==> config.mk <==
export PLATFORM = sky130hd
export DESIGN_NAME = rej_ntt_coeff_sampler
export DESIGN_NICKNAME = d
export VERILOG_FILES = /design/src/rtl/rej_ntt_coeff_sampler.sv
export SDC_FILE = /design/constraint.sdc
export NUM_CORES = 1
export LEC_CHECK = 0
export ABC_AREA = 0
export BUFFER_PORTS_ARGS = -buffer_cell sky130_fd_sc_hd__buf_2
export CORE_ASPECT_RATIO = 1.1
export CORE_MARGIN = 2
export CORE_UTILIZATION = 40
export DETAILED_ROUTE_END_ITERATION = 8
export HOLD_SLACK_MARGIN = 0.06
export SLEW_MARGIN = 15
export SYNTH_ARGS = -nofsm -noshare
export SYNTH_HDL_FRONTEND = slang
export SYNTH_SLANG_ARGS = --single-unit
==> constraint.sdc <==
create_clock -name clk -period 2.7 [get_ports clk]
set_input_delay 0.54 -clock clk [delete_from_list [all_inputs] [get_ports clk]]
set_output_delay 0.54 -clock clk [all_outputs]
set_load 0.02 [all_outputs]
==> src/rtl/rej_ntt_coeff_sampler.sv <==
// Rejection sampler: cuts the SHAKE128 squeeze stream into 3-byte candidates and writes every
// coefficient below Q to matrix-A RAM. Optional statistics counter under `REJ_SAMPLER_STATS_EN.
module rej_ntt_coeff_sampler #(
    parameter int N             = 256,
    parameter int K             = 8,
    parameter int L             = 7,
    parameter int COEFF_WIDTH   = 24,
    parameter int DATA_OUT_BITS = 64,
    parameter int Q             = 8380417
) (
    input  logic                          clk,
    input  logic                          rst_n,
    input  logic                          start,
    input  logic [3:0]                    k,
    input  logic [3:0]                    l,
    input  logic [DATA_OUT_BITS-1:0]      shake_data_out,
    input  logic                          out_valid,
    output logic                          out_ready,
    output logic                          we_matA,
    output logic [$clog2(K*L*N)-1:0]      addr_matA,
    output logic [COEFF_WIDTH-1:0]        din_matA,
    output logic                          busy,
    output logic                          done,
    output logic [15:0]                   rej_count
);

    localparam int WORD_BYTES = DATA_OUT_BITS / 8;
    localparam int BUF_BYTES  = WORD_BYTES + 2;
    localparam int BUF_BITS   = 8 * BUF_BYTES;
    localparam int CNT_W      = $clog2(BUF_BYTES + 1);
    localparam int ADDR_W     = $clog2(K*L*N);
    localparam int N_W        = $clog2(N + 1);
    localparam logic [22:0] Q_C = 23'(Q);

    typedef enum logic [1:0] {IDLE, RUN, FIN} state_t;

    state_t              state_q, state_d;
    logic [BUF_BITS-1:0] buf_q, buf_d;
    logic [CNT_W-1:0]    cnt_q, cnt_d;
    logic [N_W-1:0]      n_q, n_d;
    logic [ADDR_W-1:0]   ptr_q, ptr_d;
    logic [ADDR_W-1:0]   base;
    logic [22:0]         cand;
    logic                cand_ok;
    logic                valid_kl;
    logic                take;
    logic                accept;
    logic                reject;
    logic                done_d;

    logic                vld_p1;
    logic [ADDR_W-1:0]   addr_p1;
    logic [COEFF_WIDTH-1:0] din_p1;
    logic                done_p1;

    // Top bit of the third byte is dropped before the range test.
    assign cand     = {buf_q[22:16], buf_q[15:0]};
    assign cand_ok  = (cand < Q_C);
    assign valid_kl = (int'(k) < K) && (int'(l) < L);
    assign base     = ADDR_W'(int'(k) * (L*N) + int'(l) * N);
    assign accept   = take && cand_ok;
    assign reject   = take && !cand_ok;
    assign done_d   = ((state_q == FIN) && !start) || (start && !valid_kl);

    assign out_ready = (state_q == RUN) && (cnt_q < CNT_W'(3));
    assign busy      = (state_q != IDLE);

    always_comb begin
        state_d = state_q;
        buf_d   = buf_q;
        cnt_d   = cnt_q;
        n_d     = n_q;
        ptr_d   = ptr_q;
        take    = 1'b0;
        if (start) begin
            buf_d   = '0;
            cnt_d   = '0;
            n_d     = '0;
            ptr_d   = base;
            state_d = valid_kl ? RUN : IDLE;
        end else begin
            case (state_q)
                RUN: begin
                    if (cnt_q >= CNT_W'(3)) begin
                        take  = 1'b1;
                        buf_d = buf_q >> 24;
                        cnt_d = cnt_q - CNT_W'(3);
                        if (cand_ok) begin
                            n_d   = n_q + N_W'(1);
                            ptr_d = ptr_q + ADDR_W'(1);
                            // Last coefficient: leftover bytes are thrown away.
                            if (n_q == N_W'(N-1)) begin
                                state_d = FIN;
                                buf_d   = '0;
                                cnt_d   = '0;
                            end
                        end
                    end else if (out_valid) begin
                        buf_d = buf_q | (BUF_BITS'(shake_data_out) << {cnt_q, 3'b000});
                        cnt_d = cnt_q + CNT_W'(WORD_BYTES);
                    end
                end
                FIN:     state_d = IDLE;
                default: state_d = IDLE;
            endcase
        end
    end

    always_ff @(posedge clk or negedge rst_n) begin
        if (!rst_n) begin
            state_q <= IDLE;
            buf_q   <= '0;
            cnt_q   <= '0;
            n_q     <= '0;
            ptr_q   <= '0;
        end else begin
            state_q <= state_d;
            buf_q   <= buf_d;
            cnt_q   <= cnt_d;
            n_q     <= n_d;
            ptr_q   <= ptr_d;
        end
    end

    // Stage p1: registered RAM write port and done pulse.
    always_ff @(posedge clk or negedge rst_n) begin
        if (!rst_n) begin
            vld_p1  <= 1'b0;
            addr_p1 <= '0;
            din_p1  <= '0;
            done_p1 <= 1'b0;
        end else begin
            vld_p1  <= accept;
            done_p1 <= done_d;
            if (accept) begin
                addr_p1 <= ptr_q;
                din_p1  <= COEFF_WIDTH'(cand);
            end
        end
    end

    assign we_matA   = vld_p1;
    assign addr_matA = addr_p1;
    assign din_matA  = din_p1;
    assign done      = done_p1;

`ifdef REJ_SAMPLER_STATS_EN
    logic [15:0] rej_q;

    function automatic logic [15:0] sat_inc16(input logic [15:0] v);
        return (v == 16'hFFFF) ? v : v + 16'd1;
    endfunction

    always_ff @(posedge clk or negedge rst_n) begin
        if (!rst_n) begin
            rej_q <= '0;
        end else if (start) begin
            rej_q <= '0;
        end else if (reject) begin
            rej_q <= sat_inc16(rej_q);
        end
    end

    assign rej_count = rej_q;
`else
    assign rej_count = '0;
`endif

endmodule

---- Yosys cells after proc, flatten, opt, wreduce, memory -nomap -nowiden ----
Index checks and enable logic that the tools add are counted.
word-level totals
  register bits ........................... 148
  bits of input ports ..................... 76
  output and inout port bits .............. 58
  word-level logic and storage cells ...... 73
cells by class
  $add $sub $neg .......................... 5
  multipliers ............................. 1
  magnitude comparators ................... 5
  equal/unequal tests ..................... 6
  shifts and indexed selects .............. 1
  multiplexer cells ....................... 29
  bitwise logic cells ..................... 1
  reductions and logical operators ........ 16
operators with widths
  cell                                                                    count
  80-bit 2-to-1 mux                                                       4
  56-bit 2-to-1 mux                                                       2
  80-bit bitwise OR                                                       1
  64-bit by 7-bit left shift with 80-bit output                           1
  14-bit 2-to-1 mux                                                       4
  9-bit 2-to-1 mux                                                        4
  4-bit 2-to-1 mux                                                        6
  23-bit < comparator (second input constant)                             1
  14-bit by 1-bit adder with 14-bit output (second input constant)        1
  14-bit by 12-bit adder with 14-bit output                               1
  2-bit 2-to-1 mux                                                        5
  9-bit by 1-bit adder with 9-bit output (second input constant)          1
  9-bit by 8-bit equality test with 1-bit output (second input constant)  1
  2-bit nonzero test                                                      4
  4-bit by 3-bit multiplier with 6-bit output (second input constant)     1
  3-bit by 2-bit != test with 1-bit output (second input constant)        2
  3-bit AND reduction                                                     2
  1-bit logical AND                                                       5
  4-bit adder (second input constant)                                     1
  4-bit by 2-bit >= comparator with 1-bit output (second input constant)  1
  4-bit by 2-bit < comparator with 1-bit output (second input constant)   1
  4-bit by 3-bit < comparator with 1-bit output (second input constant)   1
  4-bit < comparator (second input constant)                              1
  1-bit 2-to-1 mux                                                        4
  8 further kinds                                                         9

---- Depth between registers and ports, before layout ----
Gate-level depths: netlist of run 1.
  word-level depth ........................ 6
  gate-level depth with buffers ........... 9
  mapped depth without buffers ............ 9

---- Worst setup path after synthesis of run 1 ----
OpenSTA, ideal clock, no wires.
  path type ............................... input port to flip-flop
  start point ............................. input port k[0]
  end point ............................... register ptr_q[13]
  setup time .............................. 0.126 ns
  arrival ................................. 2.455 ns
  data required time ...................... 2.574 ns
  path slack .............................. 0.119 ns
  cell stages on the path ................. 9
  path buffers ............................ 0
  cell sequence ........................... fa_1 -> ha_1 -> fa_1 -> ha_1 -> o21ai_0 -> nor2_1 -> o21ai_0 -> xnor2_1 -> mux2i_1
between the ends
  longest elaborated chain between the ends .. 3
ends and longest elaborated chain
  item                                         RTL line  source
  start, declared                              14        input logic [3:0] k,
  4-bit by 3-bit multiplier with 6-bit output  60        assign base = ADDR_W'(int'(k) * (L*N) + int'(l) * N);
  14-bit by 12-bit adder with 14-bit output    60
  14-bit 2-to-1 mux                            75        if (start) begin
  end signal, assigned                         121       ptr_q <= ptr_d;
  end, declared                                41        logic [ADDR_W-1:0] ptr_q, ptr_d;
No other way between the ends.
A chain may end at the register's enable or synchronous reset.

---- Worst setup path in the final report of run 1 ----
  start point ............................. register cnt_q[0]
  end point ............................... output port out_ready
between the ends
  longest elaborated chain between the ends .. 2
ends and longest elaborated chain
  item                                           RTL line  source
  start, declared                                39        logic [CNT_W-1:0] cnt_q, cnt_d;
  start signal, assigned                         119       cnt_q <= cnt_d;
  4-bit by 2-bit < comparator with 1-bit output  65        assign out_ready = (state_q == RUN) && (cnt_q < CNT_W'(3));
  1-bit logical AND                              65
  end, declared                                  18        output logic out_ready,
No other way between the ends.

==> impl_metrics.env, run 1 <==
export IMPL_synth_top_area_cell="dfrtp_1"
export IMPL_hpwl_um=16800
export IMPL_hold_path_class="in -> async"
export IMPL_p_per_area_nw_per_um2=682
export IMPL_path_delay_family="simple AND/OR/NAND/NOR gates"
export IMPL_synth_async_reset_ratio_pct=100
export IMPL_p_sw_share_pct=31.0
export IMPL_netlist_area_leader_share_pct=41.8
export IMPL_peakVddDrop_mv=0.425
export IMPL_synth_edf_count=0
export IMPL_core_area_sq_um=21300
export IMPL_startpoint_type="register"
export IMPL_die_h_um=158
export IMPL_drt_iter0_drc=425
export IMPL_cell_internal_pwr_mw=4.83
export IMPL_grt_usage_pct=21.2
export IMPL_cts_setup_buffers=0
export IMPL_rows=56
export IMPL_cts_sinks=145
export IMPL_die_area_sq_um=22900
export IMPL_power_frac_seq_pct=39.2
export IMPL_worstMarginPinSlew_ps=1180
export IMPL_synthCells=825
export IMPL_max_cap_viol_count=0
export IMPL_grt_pass1_wl_um=37000
export IMPL_cp_arrival_ps=2030
export IMPL_die_w_um=144
export IMPL_cts_resized=0
export IMPL_drive_gt1_share_pct=30.2
export IMPL_io_pins=134
export IMPL_cts_tree="done"
export IMPL_avgSynthCellArea_sq_um=10.5
export IMPL_slew_headroom_pct=21.0
export IMPL_place_gp_congestion=0.896
export IMPL_utilization_pct=48.2
export IMPL_netlist_area_sq_um=8670
export IMPL_n_antenna_cell=0
export IMPL_fmax_ghz=0.389
export IMPL_clock_skew_ps=8.54
export IMPL_synth_commonest_cells="dfrtp_1, nand2_1, nor2_1"
export IMPL_cp_slowest_cell="dfrtp_4"
export IMPL_hold_viol=0
export IMPL_finalSetupTns_ps=0
export IMPL_drc=0
export IMPL_setup_viol=0
export IMPL_dr_pass1_iters=5
export IMPL_p_leak_nw=4.74
export IMPL_grt_start_max_net_pins=71
export IMPL_grt_setup_unrepaired="no"
export IMPL_drv_slew=0
export IMPL_cts_root_buf="clkbuf_16"
export IMPL_fin_nets=1038
export IMPL_ys_warn_count=0
export IMPL_initial_core_util_pct=40.7
export IMPL_p_sw_mw=2.17
export IMPL_min_period_ps=2570
export IMPL_area_delta_synth_final_pct=18.4
export IMPL_clk_pin_slew_worst_paths_ps=60
export IMPL_antenna_found_initial=0
export IMPL_cts_buffers=17
export IMPL_wl_per_cell_um=18.6
export IMPL_ys_top_cells_by_area="dfrtp_1, mux2_2, mux2i_1"
export IMPL_crit_buf_inv=1
export IMPL_synth_most_common_cell="dfrtp_1"
export IMPL_clkLatencyLatePin_ps=420
export IMPL_htree_levels=4
export IMPL_grt_overflow=0
export IMPL_routed_via_density=5.54
export IMPL_clkPwrFrac_pct=34.6
export IMPL_ctsHoldBuffers=0
export IMPL_crit_type="reg -> out"
export IMPL_ys_seq_elements=145
export IMPL_yosysUniqueCellTypes=62
export IMPL_antenna_left=0
export IMPL_critPathMaxFanout=5
export IMPL_path_cells="ha_1, or3_1, nor2_1, buf_2"
export IMPL_wl_um=23200
export IMPL_io_buffers=116
export IMPL_setup_worst_path_end_class="output pin"
export IMPL_fillers=2027
export IMPL_finalCritPeriodShare_pct=95.2
export IMPL_crit_required_ps=2160
export IMPL_share_comb_of_total_power_pct=26.2
export IMPL_status="completed"
export IMPL_synth_ff_type="dfrtp_1"
export IMPL_grt_pass1_vias=6754
export IMPL_vias=6900
export IMPL_synth_seq_area_share_pct=41.8
export IMPL_crit_path_max_incr_delay_ps=490
export IMPL_clockBufferDepth=2
cell usage in the layout, fill, tap and decap left out, types with 7 or more instances in the layout:
cell type | Yosys | routed
dfrtp_1 | 145 | 144
buf_2 | 20 | 115
nand2_1 | 79 | 79
nor2_1 | 72 | 72
a21oi_1 | 56 | 56
mux2_2 | 50 | 50
mux2i_1 | 45 | 45
o21ai_0 | 41 | 41
buf_4 | 20 | 39
xnor2_1 | 24 | 24
mux2_4 | 19 | 19
a211oi_1 | 18 | 18
mux4_2 | 17 | 17
conb_1 | 1 | 17
clkbuf_16 | 0 | 17
a221o_1 | 15 | 15
a22o_1 | 15 | 15
a221oi_1 | 14 | 14
ha_1 | 13 | 13
nand3_1 | 12 | 12
a21o_1 | 11 | 11
inv_1 | 10 | 10
nor3b_1 | 10 | 10
o21a_1 | 9 | 9
o22a_1 | 9 | 9
o211ai_1 | 7 | 7
final cells by class:
type / instances / area (sq um) / share of cell area, %
well taps: 290 / 363 / 3.53
multi-input cells: 607 / 4620 / 45.0
clock buffers: 20 / 457 / 4.45
flip-flops and latches: 145 / 3630 / 35.4
inverters: 12 / 45.0 / 0.439
repair buffers: 161 / 1000 / 9.74
clock inverters: 11 / 154 / 1.50
routing by layer:
layer / vias to the layer above / GRT usage, % / wire [um]
li1: 3235 / - / -
met1: 3373 / 28.8 / 10200
met2: 251 / 33.9 / 11100
met3: 41 / 3.61 / 1210
met4: 0 / 8.09 / 661
met5: - / 0 / 0
kinds of logic after synthesis:
group           share of synthesized area (%)
compound gates                           17.1
simple gates                             10.4
flops                                    41.8
mux                                      19.4
buf+inv                                  5.74
xor+xnor                                 2.53
fa+ha+maj                                3.03
other cells                            0.0432
through the flow:
step | worst slack [ps] | power (mW) | hold slack (ps) | cell area (sq um) | std cells
2_1_floorplan | 119 | 3.96 | 244 | 8730 | 841
3_3_place_gp | -63.5 | 4.60 | 462 | 9660 | 1215
3_5_place_dp | -113 | 4.62 | 466 | 9660 | 1215
4_1_cts | 77.4 | 7.05 | 91.3 | 10300 | 1246
5_1_grt | 59.8 | 7.36 | 110 | 10300 | 1246
6_report | 130 | 7.00 | 70.3 | 10300 | 1246
registers in the layout, summed over array words and instances (netlist names):
signal / flops
ptr_q: 14
addr_matA: 14
buf_q: 77
we_matA: 1
din_matA: 23
n_q: 9
state_q: 2
done: 1
cnt_q: 4
worst reg2reg max path: stages, from the launching register on:
cell and delay [ps]:
dfrtp_1 410, ha_1 260, nand3_1 90, nor2_1 50
ha_1 190, a21boi_1 150, nor3_2 950, a221o_1 300
path summary, 6_finish.rpt:
kind | startpoint | to | slack (ps) | cells after the start
min in group clk | start | ptr_q[11] | 460 | 3
worst min register to register | buf_q[32] | buf_q[32] | 480 | 2
max in group asynchronous | rst_n | ptr_q[12] | 1960 | 2
worst min-delay path | rst_n | buf_q[68] | 70 | 1
worst max register to register | n_q[0] | buf_q[21] | 240 | 7
worst max-delay path | cnt_q[0] | out_ready | 130 | 4
power groups by stage:
stage               sequential, mW  combinational [mW]  clock [mW]
global placement              2.78                1.81           0
CTS                           2.75                1.84        2.46
finish                        2.74                1.84        2.42
global route                  2.79                2.01        2.56
floorplan                     2.91                1.04           0
detailed placement            2.79                1.84           0
Power figures use the tool's default switching activity.
==> inputs of run 2 (changes only) <==
- CORE_UTILIZATION: 40 -> 45
- MAX_ROUTING_LAYER: default -> met4
- PLACE_DENSITY: default -> 0.66
- SETUP_SLACK_MARGIN: default -> 0.3
==> impl_metrics.env, run 2 (synthesis results as in run 1) <==
export IMPL_status="completed"
export IMPL_io_buffers=116
export IMPL_grt_start_max_net_pins=71
export IMPL_antenna_found_initial=1
export IMPL_wl_um=23300
export IMPL_io_pins=134
export IMPL_finalPower_mw=6.80
export IMPL_utilization_pct=54.0
export IMPL_critPathMaxFanout=5
export IMPL_p_leak_nw=4.74
export IMPL_clock_skew_ps=7.38
export IMPL_core_area_sq_um=19000
export IMPL_fmax_ghz=0.409
export IMPL_drt_iter0_drc=535
export IMPL_finalCritPeriodShare_pct=90.5
export IMPL_vias=7043
export IMPL_min_period_ps=2440
export IMPL_drive_gt1_share_pct=31.7
export IMPL_max_cap_viol_count=0
export IMPL_wl_per_cell_um=19.3
export IMPL_cts_tree="done"
export IMPL_drc=0
export IMPL_die_area_sq_um=20400
export IMPL_cp_arrival_ps=1900
export IMPL_dr_pass1_iters=7
export IMPL_layout_common_cells="dfrtp_1, buf_2, nand2_1, nor2_1, a21oi_1"
export IMPL_routed_top_layer="met4"
export IMPL_fillers=1703
export IMPL_ctsHoldBuffers=0
export IMPL_pre_cts_slack_ps=-114
export IMPL_grt_pass1_wl_um=37400
export IMPL_die_w_um=136
export IMPL_slew_headroom_pct=55.7
export IMPL_htree_levels=4
export IMPL_grt_usage_pct=24.6
export IMPL_largest_register_ffs=77
export IMPL_place_gp_congestion=0.895
export IMPL_drv_slew=0
export IMPL_startpoint_type="register"
export IMPL_dr_wl_met2_um=11000
export IMPL_hpwl_um=16400
export IMPL_grt_pass1_vias=7093
export IMPL_m1WireLength_um=10100
export IMPL_worstMarginPinSlew_ps=663
export IMPL_setup_worst_path_end_class="output pin"
export IMPL_finalSetupTns_ps=0
export IMPL_rows=53
export IMPL_hold_path_class="in -> async"
export IMPL_setup_viol=0
export IMPL_clkLatencyLatePin_ps=420
export IMPL_peakVddDrop_mv=0.520
export IMPL_hold_viol=0
export IMPL_area_delta_synth_final_pct=18.5
export IMPL_clockBufferDepth=2
export IMPL_route_met3_wl_um=1490
export IMPL_cts_sinks=145
export IMPL_fin_nets=1044
export IMPL_crit_required_ps=2160
export IMPL_antenna_left=0
export IMPL_crit_type="reg -> out"
export IMPL_multi_input_area_sq_um=4680
export IMPL_initial_core_util_pct=45.6
export IMPL_final_common_cell="dfrtp_1"
export IMPL_cts_buffers=17
export IMPL_die_h_um=150
export IMPL_clk_pin_slew_worst_paths_ps=60
export IMPL_p_per_area_nw_per_um2=662
export IMPL_grt_setup_unrepaired="yes"
export IMPL_routed_via_density=5.82
export IMPL_cts_root_buf="clkbuf_16"
export IMPL_seq_area_sq_um=3630
export IMPL_top_register="buf_q"
export IMPL_fin_ws_ps=255
export IMPL_grt_overflow=0
[run 2: changes by cell type in the layout (fill, tap and decap cells not counted), sizes merged]
cell	delta
bufinv	-3
clkinv	+2
buf	+6
clkbuf	+1
inv	+1
diode	+1
[run 2: through the flow]
step	hold slack, ps	instances	cell area (sq um)
5_1_grt	129	1211	10300
4_1_cts	114	1206	10200
6_report	96.6	1211	10300
3_3_place_gp	463	1174	9610
2_1_floorplan	244	841	8730
3_5_place_dp	469	1174	9610
[run 2: layout make-up]
| cell class | instances | area share [%] |
|---|---|---|
| timing repair buffer | 167 | 10.3 |
| clock buffer | 21 | 4.58 |
| sequential | 145 | 35.4 |
| antenna | 1 | 0.0244 |
| tap | 247 | 3.01 |
| multi-input combinational | 607 | 45.5 |
| inverter | 12 | 0.439 |
| clock inverter | 11 | 0.767 |
[run 2: final timing paths]
path / depth (start not counted) / to / slack [ps] / startpoint
hold reg to reg: 1 / buf_q[27] / 480 / buf_q[51]
max in group asynchronous: 2 / addr_matA[0] / 1900 / rst_n
setup / recovery: 5 / out_ready / 260 / cnt_q[0]
hold / removal: 1 / buf_q[45] / 100 / rst_n
setup reg to reg: 7 / state_q[0] / 440 / buf_q[12]
min in group clk: 3 / done / 470 / l[2]
[run 2: timing repair]
action	in CTS	in global routing
gates resized for setup	8	13
setup buffers	0	4
setup endpoints to repair	34	33
pin swaps	0	7
[run 2: power by group]
group / internal [mW] / switching [mW] / total, mW
sequential: 2.52 / 0.231 / 2.75
clock: 1.25 / 0.929 / 2.18
combinational: 0.827 / 1.04 / 1.87
[run 2: worst max-delay path: stages (launching register included)]
cell     delay (ps)
dfrtp_4         500
ha_4            190
or3_4           350
buf_4           180
nor2_4          120
buf_6           130
[run 2: layer usage]
metal / up-vias / GRT usage [%]
met5: - / -
met4: 0 / 10.7
met3: 51 / 4.95
met2: 246 / 37.7
met1: 3495 / 31.7
li1: 3251 / -
==> inputs of run 3 (changes only) <==
- MAX_ROUTING_LAYER: met4 -> default
==> impl_metrics.env, run 3 (synthesis results as in run 1) <==
export IMPL_drv_slew=0
export IMPL_status="completed"
export IMPL_hpwl_um=16800
export IMPL_fin_nets=1051
export IMPL_grt_overflow=0
export IMPL_p_leak_nw=4.81
export IMPL_startpoint_type="input port"
export IMPL_r2r_slack_ps=420
export IMPL_cp_slowest_cell="fa_1"
export IMPL_grt_start_max_net_pins=71
export IMPL_clockBufferDepth=2
export IMPL_worst_r2r_path_depth=8
export IMPL_top_register="buf_q"
export IMPL_power_frac_seq_pct=39.0
export IMPL_die_h_um=150
export IMPL_crit_path_max_incr_delay_ps=570
export IMPL_finalCritPeriodShare_pct=89.8
export IMPL_io_pins=134
export IMPL_share_comb_of_total_power_pct=26.9
export IMPL_min_period_ps=2420
export IMPL_antenna_left=0
export IMPL_grt_pass1_vias=6873
export IMPL_grt_pass1_wl_um=37300
export IMPL_setup_viol=0
export IMPL_io_buffers=116
export IMPL_wl_per_cell_um=19.6
export IMPL_drc=0
export IMPL_cp_arrival_ps=2730
export IMPL_rows=53
export IMPL_place_gp_congestion=0.906
export IMPL_clkLatencyLatePin_ps=430
export IMPL_crit_path_frequent_cell="fa_1"
export IMPL_clk_pin_slew_worst_paths_ps=60
export IMPL_hold_path_class="in -> async"
export IMPL_final_common_cell="dfrtp_1"
export IMPL_slew_headroom_pct=53.7
export IMPL_critPathLaunch="k[2]"
export IMPL_cts_tree="done"
export IMPL_drive_gt1_share_pct=32.0
export IMPL_htree_levels=4
export IMPL_antenna_found_initial=0
export IMPL_initial_core_util_pct=45.6
export IMPL_p_sw_share_pct=31.5
export IMPL_fmax_ghz=0.413
export IMPL_cell_internal_pwr_mw=4.84
export IMPL_die_w_um=136
export IMPL_cts_sinks=145
export IMPL_worstMarginPinSlew_ps=693
export IMPL_routed_via_density=5.77
export IMPL_core_area_sq_um=19000
export IMPL_wl_um=23800
export IMPL_path_cells="buf_8, fa_1, ha_2, fa_1, ha_4, o21ai_2, nor2_2, o21ai_1, xnor2_1, mux2i_1"
export IMPL_setup_worst_path_end_class="register"
export IMPL_largest_register_ffs=77
export IMPL_finalSetupTns_ps=0
export IMPL_clkPwrFrac_pct=34.1
export IMPL_layout_common_cells="dfrtp_1, buf_2, nand2_1, nor2_1, a21oi_1"
export IMPL_vias=7023
export IMPL_critPathMaxFanout=3
export IMPL_crit_required_ps=3010
export IMPL_grt_usage_pct=23.9
export IMPL_n_antenna_cell=0
export IMPL_area_delta_synth_final_pct=19.4
export IMPL_grt_setup_unrepaired="yes"
export IMPL_hold_viol=0
export IMPL_die_area_sq_um=20400
export IMPL_dr_pass1_iters=5
export IMPL_clock_skew_ps=14.2
export IMPL_p_sw_mw=2.22
export IMPL_crit_type="in -> reg"
export IMPL_p_per_area_nw_per_um2=682
export IMPL_cts_buffers=17
export IMPL_timing_hold_ws_ps=66.5
export IMPL_timing_rr_start="cnt_q[0]"
export IMPL_max_cap_viol_count=0
export IMPL_crit_path_end="ptr_q[13]"
export IMPL_peakVddDrop_mv=0.509
export IMPL_rr_endpoint="din_matA[11]"
export IMPL_cts_root_buf="clkbuf_16"
export IMPL_utilization_pct=54.4
export IMPL_drt_iter0_drc=541
run 3: cell count changes in the layout (fill, tap and decap cells not counted), sizes merged:
cell	delta
diode	-1
bufinv	+3
buf	+7
inv	-1
clkinvlp	-1
clkbuf	-1
run 3: power groups by stage:
| stage | combinational [mW] | clock (mW) | sequential (mW) |
|---|---|---|---|
| after floorplan | 1.04 | 0 | 2.91 |
| after global placement | 1.80 | 0 | 2.78 |
| after detailed placement | 1.84 | 0 | 2.79 |
| after CTS | 1.85 | 2.43 | 2.76 |
| after global routing | 2.05 | 2.54 | 2.80 |
| final | 1.90 | 2.41 | 2.76 |
run 3: critical path, delay by kind of cell:
kind                       cells  cell delay (ps)
buffers and inverters          1              100
and+or+nand+nor                1              140
xor gates and xnor gates       1              160
adders and majority gates      4             1550
AOI/OAI and AO/OA              2              160
muxes                          1               80
run 3: cell type report:
cell class                 instances  area (sq um)
inverter                          12          45.0
sequential                       145          3630
timing repair buffer             174          1100
clock inverter                    12           156
multi-input combinational        607          4660
clock buffer                      20           447
fill                            1698          8680
tap                              247           309
run 3: repair_timing:
item | 4_1_cts | 5_1_grt
endpoints found under the hold margin | 0 | 0
buffers inserted | 0 | 11
hold buffers | 0 | 0
setup endpoints to repair | 55 | 28
pin swaps | 0 | 8
gates resized for setup | 3 | 14
run 3: layer usage:
metal  GRT usage [%]  wire length (um)  share of wire [%]  vias to the layer above
met5               0                 0                  0                        -
met4            9.17               701                2.9                        0
met3            4.27              1330                5.6                       48
met2            37.9             11400                 48                      260
met1            32.6             10400                 44                     3460
li1                -                 -                  -                     3255
run 3: worst min-delay path by stage:
stage                          from           end  slack [ps]
after floorplan               rst_n  addr_matA[0]         240
after global placement    buf_q[46]     buf_q[22]         460
after detailed placement  buf_q[51]     buf_q[27]         470
after CTS                     rst_n     buf_q[60]          90
after global routing          rst_n     buf_q[76]         100
final                         rst_n     buf_q[60]          70
run 3: stage by stage:
| stage | power [mW] | setup WS, ps | std cells | instance area (sq um) |
|---|---|---|---|---|
| detailed placement | 4.63 | -93.9 | 1174 | 9610 |
| floorplan | 3.96 | 164 | 841 | 8730 |
| CTS | 7.04 | 183 | 1206 | 10200 |
| finish | 7.06 | 277 | 1217 | 10400 |
| global route | 7.39 | 215 | 1217 | 10400 |
| global placement | 4.58 | -51.0 | 1174 | 9610 |
